`src/rtl/rx_sync_ctrl.sv`:
```
// rx_sync_ctrl: 8b/10b receive word-alignment and sync-state controller.
// Ports:
//   clk, reset (async, active high), en (sync clear to LOS)
//   sym_valid/rx_raw: raw symbol in; dec_valid/dec_err/disp_err: decoder status
//   enable_reverse: bit order to decoder; bit_slip: 1-cycle slip request
//   sync_ok, state, err_cnt, slip_cnt (saturating), lock_lost (1-cycle)
module rx_sync_ctrl #(
   parameter logic [9:0] COMMA_NEG    = 10'b0011111010,
   parameter logic [9:0] COMMA_POS    = 10'b1100000101,
   parameter int         ACQ_COMMAS   = 3,
   parameter int         SLIP_TIMEOUT = 20,
   parameter int         ERR_LIMIT    = 4,
   parameter int         GOOD_RECOVER = 4
) (
   input  logic       clk,
   input  logic       reset,
   input  logic       en,
   input  logic       sym_valid,
   input  logic [9:0] rx_raw,
   input  logic       dec_valid,
   input  logic       dec_err,
   input  logic       disp_err,
   output logic       enable_reverse,
   output logic       bit_slip,
   output logic       sync_ok,
   output logic [1:0] state,
   output logic [2:0] err_cnt,
   output logic [7:0] slip_cnt,
   output logic       lock_lost
);

   localparam logic [1:0] ST_LOS   = 2'b00;
   localparam logic [1:0] ST_CHECK = 2'b01;
   localparam logic [1:0] ST_SYNC  = 2'b10;

   localparam logic [3:0] ACQ_N   = 4'(ACQ_COMMAS);
   localparam logic [7:0] TO_LAST = 8'(SLIP_TIMEOUT - 1);
   localparam logic [2:0] ERR_N   = 3'(ERR_LIMIT);
   localparam logic [3:0] GOOD_N  = 4'(GOOD_RECOVER);

   logic [1:0] state_q, state_d;
   logic       rev_q, rev_d;
   logic       slip_q, slip_d;
   logic       lock_q, lock_d;
   logic       sync_q;
   logic [2:0] err_q, err_d;
   logic [7:0] slip_cnt_q, slip_cnt_d;
   logic [3:0] comma_q, comma_d;
   logic [7:0] to_q, to_d;
   logic [3:0] good_q, good_d;

   logic [9:0] raw_rev;
   logic       hit_n;
   logic       hit_r;
   logic       hit_cur;
   logic       bad;
   logic       clean;

   always_comb begin
      raw_rev = '0;
      for (int i = 0; i < 10; i++) begin
         raw_rev[i] = rx_raw[9-i];
      end
   end

   assign hit_n   = sym_valid &&
                    ((rx_raw == COMMA_NEG) || (rx_raw == COMMA_POS));
   assign hit_r   = sym_valid &&
                    ((raw_rev == COMMA_NEG) || (raw_rev == COMMA_POS));
   // In CHECK only commas seen in the locked-in orientation count.
   assign hit_cur = rev_q ? hit_r : hit_n;
   assign bad     = dec_valid && (dec_err || disp_err);
   assign clean   = dec_valid && !(dec_err || disp_err);

   always_comb begin
      state_d    = state_q;
      rev_d      = rev_q;
      slip_d     = 1'b0;
      lock_d     = 1'b0;
      err_d      = err_q;
      slip_cnt_d = slip_cnt_q;
      comma_d    = comma_q;
      to_d       = to_q;
      good_d     = good_q;

      if (!en) begin
         state_d = ST_LOS;
         comma_d = '0;
         to_d    = '0;
         err_d   = '0;
         good_d  = '0;
         lock_d  = (state_q == ST_SYNC);
      end else begin
         unique case (state_q)
            ST_LOS: begin
               if (hit_n) begin
                  state_d = ST_CHECK;
                  comma_d = 4'd1;
                  rev_d   = 1'b0;
                  to_d    = '0;
               end else if (hit_r) begin
                  state_d = ST_CHECK;
                  comma_d = 4'd1;
                  rev_d   = 1'b1;
                  to_d    = '0;
               end else if (sym_valid) begin
                  if (to_q == TO_LAST) begin
                     to_d   = '0;
                     slip_d = 1'b1;
                     if (slip_cnt_q != 8'hFF) begin
                        slip_cnt_d = slip_cnt_q + 8'd1;
                     end
                  end else begin
                     to_d = to_q + 8'd1;
                  end
               end
            end
            ST_CHECK: begin
               // A decode error outranks a simultaneous comma.
               if (bad) begin
                  state_d = ST_LOS;
                  comma_d = '0;
                  to_d    = '0;
                  err_d   = '0;
                  good_d  = '0;
               end else if (hit_cur) begin
                  if ((comma_q + 4'd1) >= ACQ_N) begin
                     state_d = ST_SYNC;
                     comma_d = '0;
                     err_d   = '0;
                     good_d  = '0;
                  end else begin
                     comma_d = comma_q + 4'd1;
                  end
               end
            end
            ST_SYNC: begin
               if (bad) begin
                  if ((err_q + 3'd1) == ERR_N) begin
                     state_d = ST_LOS;
                     lock_d  = 1'b1;
                     err_d   = '0;
                     good_d  = '0;
                     comma_d = '0;
                     to_d    = '0;
                  end else begin
                     err_d  = err_q + 3'd1;
                     good_d = '0;
                  end
               end else if (clean) begin
                  // A run of clean decodes retires one error.
                  if ((good_q + 4'd1) == GOOD_N) begin
                     good_d = '0;
                     if (err_q != 3'd0) begin
                        err_d = err_q - 3'd1;
                     end
                  end else begin
                     good_d = good_q + 4'd1;
                  end
               end
            end
            default: begin
               state_d = ST_LOS;
               comma_d = '0;
               to_d    = '0;
               err_d   = '0;
               good_d  = '0;
            end
         endcase
      end
   end

   always_ff @(posedge clk or posedge reset) begin
      if (reset) begin
         state_q    <= ST_LOS;
         rev_q      <= 1'b0;
         slip_q     <= 1'b0;
         lock_q     <= 1'b0;
         sync_q     <= 1'b0;
         err_q      <= '0;
         slip_cnt_q <= '0;
         comma_q    <= '0;
         to_q       <= '0;
         good_q     <= '0;
      end else begin
         state_q    <= state_d;
         rev_q      <= rev_d;
         slip_q     <= slip_d;
         lock_q     <= lock_d;
         sync_q     <= (state_d == ST_SYNC);
         err_q      <= err_d;
         slip_cnt_q <= slip_cnt_d;
         comma_q    <= comma_d;
         to_q       <= to_d;
         good_q     <= good_d;
      end
   end

   assign enable_reverse = rev_q;
   assign bit_slip       = slip_q;
   assign sync_ok        = sync_q;
   assign state          = state_q;
   assign err_cnt        = err_q;
   assign slip_cnt       = slip_cnt_q;
   assign lock_lost      = lock_q;

endmodule

```
`config.mk`:
```
export PLATFORM = sky130hd
export DESIGN_NAME = rx_sync_ctrl
export DESIGN_NICKNAME = d
export VERILOG_FILES = /design/src/rtl/rx_sync_ctrl.sv
export SDC_FILE = /design/constraint.sdc
export NUM_CORES = 1
export LEC_CHECK = 0
export ABC_AREA = 1
export BUFFER_PORTS_ARGS = -buffer_cell sky130_fd_sc_hd__buf_2
export CAP_MARGIN = 20
export CORE_ASPECT_RATIO = 0.5
export CORE_UTILIZATION = 40
export DETAILED_ROUTE_END_ITERATION = 7
export PLACE_DENSITY = 0.61
export SLEW_MARGIN = 20
export SYNTH_ARGS = -nofsm -noshare
export SYNTH_HDL_FRONTEND = slang
export SYNTH_SLANG_ARGS = --single-unit
```
`constraint.sdc`:
```
create_clock -name clk -period 2.1 [get_ports clk]
set_input_delay 0.21 -clock clk [delete_from_list [all_inputs] [get_ports clk]]
set_output_delay 0.21 -clock clk [all_outputs]
set_load 0.005 [all_outputs]
```
==> summary.txt, run 1 <==
Count of antenna diodes in the layout: 0
Cell chosen for the clock root: sky130_fd_sc_hd__clkbuf_8
Syn avg cell area: 7.13 µm²
Leading area contributor after synthesis: sky130_fd_sc_hd__dfrtp_1
Number of flops mapped to enable cells by yosys: 0
Leakage component of the power: 1.32 nW
Power share of the clock group: 38.2%
Wire length of the first global-routing pass: 7.51 mm
Post-Synthesis Cells: 302
Floorplan die area: 5700 µm²
Sequential fraction of the synthesis area: 38.3%
Clock tree from TritonCTS: done
Power Total: 1.24 mW
Post-synthesis async set-or-reset flop share: 100%
Part of the power in registers: 53.1%
Number of distinct library cells after synthesis: 24
Syn. warnings: 0
Switching part of the total power: 26.3%
Kind of critical path: flip-flop to flip-flop
Post-route clock skew: 7.01 ps
Number of global-route vias before repair: 1,776
Startpoint kind of the worst setup timing path: flip-flop
Total length of routed met3 wires: 192 µm
Share of Yosys cell area claimed by the top area cell type: 38.3%
Detailed placement HPWL: 3.30 mm
Dominant cell by count in the synthesized netlist: sky130_fd_sc_hd__nand2_1
Switching Power: 0.325 mW
Starting Density: 42.7%
Max cap viols: 0
Via-to-Cell Ratio: 4.72
Number of buffers inserted during clock tree synthesis: 5
Maximum count of clock buffers along a single path: 2
Worst setup EP type: flip-flop
Synthesized net count: 330
Number of flip-flops and latches in the synthesized netlist: 33
Initial drt markers: 73
GRT Residual Overflow: 0
Combinational Power Share: 8.7%
Number of vias in the routed layout: 1,949
Min-delay worst type: input port to async pin
Maximum clock frequency: 557 MHz
Routability-driven placement congestion ratio: 0.838
Max-slew violation count: 0
Post-CTS setup repair buffer count: 0
Global-route total usage across every layer: 17.1%
Area growth from synthesis to layout: 15.7%
Post-route DRC violation count: 0
Number of placed I/O pins: 34
Count of TritonRoute iterations in the first routing pass: 5
Top FF cell, synth: sky130_fd_sc_hd__dfrtp_1
Ranking of synthesized cells by instance count: sky130_fd_sc_hd__nand2_1 (87), sky130_fd_sc_hd__inv_1 (42), sky130_fd_sc_hd__nor2_1 (40)
Detailed route wirelength on metal2: 2.00 mm
Most area-consuming cells after synthesis: sky130_fd_sc_hd__dfrtp_1 (38%), sky130_fd_sc_hd__nand2_1 (15%), sky130_fd_sc_hd__inv_1 (7.3%)
Endpoint arrival time on the critical path: 2020 ps
# resized after CTS: 0
Final Hold Violating Endpoints: 0
Layout Nets: 370
Std cell rows: 18
Unrepaired setup endpoints after global routing: false
Clock edge transition at the registers on the reported setup and hold paths: 70 ps
Floorplan core area: 5040 µm²
Final Util: 49.4%
Routed wire per std cell: 10.6 µm
Areal power density over the cells: 496 nW/µm²
H-Tree Depth: 2
Remaining antenna violation count after routing: 0
Routed metal-1 wire length: 2.13 mm
Remaining max-slew budget at the tightest pin: 70.7%
Final TNS setup: 0 ps
Fin crit share: 85.5%
# hold bufs at CTS: 0
Setup violators final: 0
IR drop worst, VDD: 0.362 mV
Number of antenna violations at the first check in global routing: 0
Biggest fanout along the worst timing path: 5
Largest net degree at the start of global routing: 34
Result of the run: finished, final reports clean
Source-to-sink clock delay at the later pin of the worst-skew pair: 290 ps
Top layer reached by signal wires: met4
Actual slew at the worst max-slew pin: 439 ps
Die X: 106 µm
Syn Std Cell Area: 2150 µm²
Clk sinks: 33
Internal portion of total power: 0.912 mW
Final critical-path required period: 1800 ps
Worst EP required: 2330 ps
Die height: 53.9 µm
Post-detailed-routing wire length: 4.37 mm
Port bufs: 33
Layout cells sized above 1: 17.8%
path summary, 6_finish.rpt:
kind / startpoint / end / slack, ps / cells after the start
worst max register to register: err_cnt[0] / to_q[5] / 300 / 10
worst min-delay path: reset / slip_cnt[7] / 10 / 3
worst max-delay path: err_cnt[0] / to_q[5] / 300 / 10
worst min register to register: good_q[3] / good_q[3] / 520 / 2
min in group clk: en / lock_lost / 210 / 2
max in group asynchronous: reset / slip_cnt[6] / 1780 / 3
power by group through the flow:
stage	clock, mW	combinational [mW]	sequential, mW
floorplan	0	0.0667	0.666
global placement	0	0.106	0.668
detailed placement	0	0.108	0.669
CTS	0.494	0.109	0.656
global route	0.528	0.124	0.658
finish	0.473	0.108	0.657
critical path, cell delays in order (launching register included):
cell                      delay, ps
sky130_fd_sc_hd__dfrtp_1        400
sky130_fd_sc_hd__ha_1           200
sky130_fd_sc_hd__ha_1           190
sky130_fd_sc_hd__inv_1           60
sky130_fd_sc_hd__o21ai_2        250
sky130_fd_sc_hd__nand3_2        150
sky130_fd_sc_hd__nor2_1         190
sky130_fd_sc_hd__nand3_1        100
sky130_fd_sc_hd__nand2_1         70
sky130_fd_sc_hd__nand2_1         40
sky130_fd_sc_hd__nor2_1          80
metal layers:
metal | vias up | global-route usage [%]
li1 | 1032 | -
met1 | 873 | 20.9
met2 | 35 | 30.5
met3 | 9 | 4.48
met4 | 0 | 5.56
met5 | - | 0
cell usage in the layout, fill, tap and decap left out:
cell	synthesis	final
sky130_fd_sc_hd__xnor2_1	5	5
sky130_fd_sc_hd__nor3_1	2	2
sky130_fd_sc_hd__clkbuf_8	0	5
sky130_fd_sc_hd__nor2_2	3	3
sky130_fd_sc_hd__o21ai_4	1	1
sky130_fd_sc_hd__nand2_2	3	3
sky130_fd_sc_hd__nand3_1	26	26
sky130_fd_sc_hd__o21ai_0	9	9
sky130_fd_sc_hd__nor2_4	2	2
sky130_fd_sc_hd__buf_2	0	33
sky130_fd_sc_hd__nand3b_1	1	1
sky130_fd_sc_hd__clkinv_2	0	2
sky130_fd_sc_hd__inv_2	3	3
sky130_fd_sc_hd__dfrtp_1	33	33
sky130_fd_sc_hd__nor2_1	40	40
sky130_fd_sc_hd__clkinv_1	1	1
sky130_fd_sc_hd__o21ai_1	1	1
sky130_fd_sc_hd__xor2_1	4	4
sky130_fd_sc_hd__o21ai_2	3	3
sky130_fd_sc_hd__nand4_1	10	10
sky130_fd_sc_hd__ha_1	11	11
sky130_fd_sc_hd__nand3_2	4	4
sky130_fd_sc_hd__o21bai_1	1	1
sky130_fd_sc_hd__a21oi_1	9	9
sky130_fd_sc_hd__clkinvlp_4	0	1
sky130_fd_sc_hd__nand2_1	87	87
sky130_fd_sc_hd__buf_4	1	1
sky130_fd_sc_hd__inv_1	42	42
final cells by class:
type | instances | area (µm²)
clock buffer | 5 | 68.8
clock inverter | 3 | 17.5
fill | 500 | 2550
inverter | 46 | 173
multi-input combinational | 222 | 1150
sequential | 33 | 826
tap | 70 | 87.6
timing repair buffer | 34 | 173
flip-flops by register name, indices dropped and copies added, names as in the netlist:
| name | cells |
|---|---|
| lock_lost | 1 |
| enable_reverse | 1 |
| sync_ok | 1 |
| comma_q | 4 |
| good_q | 4 |
| err_cnt | 3 |
| bit_slip | 1 |
| state | 2 |
| to_q | 8 |
| slip_cnt | 8 |
kinds of logic after synthesis:
group | Yosys count | synth area share, %
buffers and inverters | 47 | 8.36
AOI/OAI and AO/OA | 24 | 6.74
DFF | 33 | 38.3
and+or+nand+nor | 178 | 36.5
adders and majority gates | 11 | 6.39
xor gates and xnor gates | 9 | 3.66
stage by stage:
step,setup slack (ps),instances,area (µm²),hold WS [ps]
final,304,413,2490,11.9
after global routing,154,413,2490,46.8
after CTS,320,413,2490,18.4
after detailed placement,346,405,2410,335
after global placement,407,405,2410,323
after floorplan,523,302,2150,299
Note: power is estimated with default switching activity, not from simulation.
==> inputs of run 2 (changes only) <==
--- a/config.mk
+++ b/config.mk
@@ -8,7 +8,7 @@
 export ABC_AREA = 1
 export BUFFER_PORTS_ARGS = -buffer_cell sky130_fd_sc_hd__buf_2
 export CAP_MARGIN = 20
-export CORE_ASPECT_RATIO = 0.5
+export CORE_ASPECT_RATIO = 0.6
 export CORE_UTILIZATION = 40
 export DETAILED_ROUTE_END_ITERATION = 7
 export PLACE_DENSITY = 0.61
==> constraint.sdc (replaced) <==
create_clock -name clk -period 2.1 [get_ports clk]
set_input_delay 0 -clock clk [delete_from_list [all_inputs] [get_ports clk]]
set_output_delay 0 -clock clk [all_outputs]
set_load 0.005 [all_outputs]
==> run 2 against run 1 <==
- global-route usage rose by 0.67 points
- worst setup slack got worse by 36 ps
- sequential power barely moved
- utilization fell by 0.80 points
- first-iteration DRC count rose by 53%
- highest routed layer unchanged
==> summary.txt, run 2 (synthesized netlist as in run 1, its figures left out) <==
Area growth from synthesis to layout: 15.8% (was 15.7%)
Routability-driven placement congestion ratio: 0.864 (was 0.838)
Maximum count of clock buffers along a single path: 2 (unchanged)
Kind of critical path: flip-flop to flip-flop (unchanged)
Port bufs: 33 (unchanged)
Final critical-path setup slack: 268 ps (was 304 ps)
Startpoint kind of the worst setup timing path: flip-flop (unchanged)
Initial drt markers: 112 (was 73)
Clk sinks: 33 (unchanged)
Wire length of the first global-routing pass: 8.14 mm (was 7.51 mm)
Cell chosen for the clock root: sky130_fd_sc_hd__clkbuf_8 (unchanged)
Global-route total usage across every layer: 17.8% (was 17.1%)
Clock edge transition at the registers on the reported setup and hold paths: 70 ps (about the same)
Endpoint arrival time on the critical path: 2050 ps (was 2020 ps)
Starting Density: 42.0% (was 42.7%)
Part of the power in registers: 53.5% (was 53.1%)
Post-route clock skew: 8.52 ps (was 7.01 ps)
Post-detailed-routing wire length: 4.54 mm (was 4.37 mm)
Most common cell after layout, fill and taps aside: sky130_fd_sc_hd__nand2_1 (unchanged)
Number of vias in the routed layout: 1,923 (was 1,949)
Maximum clock frequency: 546 MHz (was 557 MHz)
Clock tree from TritonCTS: done (unchanged)
Routed wire per std cell: 11.1 µm (was 10.6 µm)
Pre-CTS worst setup slack: 305 ps (was 346 ps)
Power share of the clock group: 37.8% (was 38.2%)
Top library cells by usage in the layout, fill and taps aside: sky130_fd_sc_hd__nand2_1 (87), sky130_fd_sc_hd__inv_1 (42), sky130_fd_sc_hd__nor2_1 (40) (unchanged)
Largest net degree at the start of global routing: 34 (unchanged)
Unrepaired setup endpoints after global routing: false (unchanged)
Remaining antenna violation count after routing: 0 (unchanged)
Detailed placement HPWL: 3.44 mm (was 3.30 mm)
Std cell rows: 20 (was 18)
Remaining max-slew budget at the tightest pin: 71.2% (was 70.7%)
IR drop worst, VDD: 0.217 mV (was 0.362 mV)
Final TNS setup: 0 ps (unchanged)
Final Hold Violating Endpoints: 0 (unchanged)
Source-to-sink clock delay at the later pin of the worst-skew pair: 280 ps (was 290 ps)
Number of buffers inserted during clock tree synthesis: 5 (unchanged)
Floorplan die area: 5690 µm² (was 5700 µm²)
GRT Residual Overflow: 0 (unchanged)
H-Tree Depth: 2 (unchanged)
Setup violators final: 0 (unchanged)
Layout Nets: 371 (was 370)
# resized after CTS: 0 (unchanged)
Number of placed I/O pins: 34 (unchanged)
Count of antenna diodes in the layout: 0 (unchanged)
Switching Power: 0.316 mW (was 0.325 mW)
Leakage component of the power: 1.33 nW (was 1.32 nW)
Result of the run: finished, final reports clean (unchanged)
Post-route DRC violation count: 0 (unchanged)
Floorplan core area: 5130 µm² (was 5040 µm²)
Via-to-Cell Ratio: 4.69 (was 4.72)
Die X: 96.8 µm (was 106 µm)
Fin crit share: 87.2% (was 85.5%)
Count of TritonRoute iterations in the first routing pass: 4 (was 5)
Biggest fanout along the worst timing path: 5 (unchanged)
Number of global-route vias before repair: 1,771 (was 1,776)
Worst setup EP type: flip-flop (unchanged)
Min-delay worst type: input port to flip-flop (was input port to async pin)
Max-slew violation count: 0 (unchanged)
Areal power density over the cells: 493 nW/µm² (was 496 nW/µm²)
Worst EP required: 2320 ps (was 2330 ps)
Combinational Power Share: 8.7% (about the same)
Number of antenna violations at the first check in global routing: 0 (unchanged)
Actual slew at the worst max-slew pin: 433 ps (was 439 ps)
Die height: 58.9 µm (was 53.9 µm)
Layout cells sized above 1: 17.4% (was 17.8%)
Internal portion of total power: 0.914 mW (was 0.912 mW)
Switching part of the total power: 25.7% (was 26.3%)
Max cap viols: 0 (unchanged)
Final critical-path required period: 1830 ps (was 1800 ps)
-- run 2: timing repair --
item	4_1_cts	5_1_grt
buffers inserted	0	0
hold buffers	1	0
hold endpoints to repair	33	0
endpoints found under the setup margin	0	0
-- run 2: area by class of cell --
| cell class | count | area, µm² |
|---|---|---|
| clock buffer | 6 | 72.6 |
| clock inverter | 2 | 10.0 |
| fill | 526 | 2640 |
| inverter | 46 | 173 |
| multi-input combinational | 222 | 1150 |
| sequential | 33 | 826 |
| tap | 66 | 82.6 |
| timing repair buffer | 35 | 183 |
-- run 2: per-layer routing --
| layer | GRT usage, % | vias to the layer above | wire length [µm] |
|---|---|---|---|
| li1 | - | 1036 | - |
| met1 | 27.5 | 836 | 2590 |
| met2 | 25.3 | 47 | 1700 |
| met3 | 3.68 | 4 | 219 |
| met4 | 3.84 | 0 | 28 |
| met5 | 0 | - | 0 |
-- run 2: through the flow --
stage | hold slack, ps | area [µm²] | utilization [%] | cells | total power [mW]
3_5_place_dp | 125 | 2400 | 46.8 | 401 | 0.777
3_3_place_gp | 120 | 2400 | 46.8 | 401 | 0.776
5_1_grt | 37.9 | 2490 | 48.6 | 410 | 1.30
6_report | 37.2 | 2490 | 48.6 | 410 | 1.23
2_1_floorplan | 89.3 | 2150 | - | 302 | 0.733
4_1_cts | 21.1 | 2490 | 48.6 | 410 | 1.25
-- run 2: path summary, 6_finish.rpt --
path / cells past startpoint / to / from / slack (ps)
worst max-delay path: 10 / to_q[7] / err_cnt[0] / 270
worst min-delay path: 2 / lock_lost / en / 40
worst min register to register: 2 / good_q[3] / good_q[3] / 510
min in group asynchronous: 4 / slip_cnt[1] / reset / 360
max in group asynchronous: 4 / good_q[2] / reset / 1430
worst max register to register: 10 / to_q[7] / err_cnt[0] / 270
-- run 2: power groups by stage --
stage          logic [mW]  clock network, mW  registers, mW
2_1_floorplan      0.0667                  0          0.666
3_3_place_gp        0.107                  0          0.669
3_5_place_dp        0.108                  0          0.669
4_1_cts             0.109              0.485          0.657
5_1_grt             0.128              0.516          0.659
6_report            0.107              0.465          0.658
-- run 2: critical path: stages, from the launching register on --
cell,delay (ps)
sky130_fd_sc_hd__dfrtp_1,450
sky130_fd_sc_hd__ha_1,200
sky130_fd_sc_hd__ha_1,180
sky130_fd_sc_hd__inv_1,60
sky130_fd_sc_hd__o21ai_2,250
sky130_fd_sc_hd__nand3_2,140
sky130_fd_sc_hd__nor2_1,190
sky130_fd_sc_hd__nand2_1,90
sky130_fd_sc_hd__nand2_1,70
sky130_fd_sc_hd__nand2_1,50
sky130_fd_sc_hd__nor2_1,80
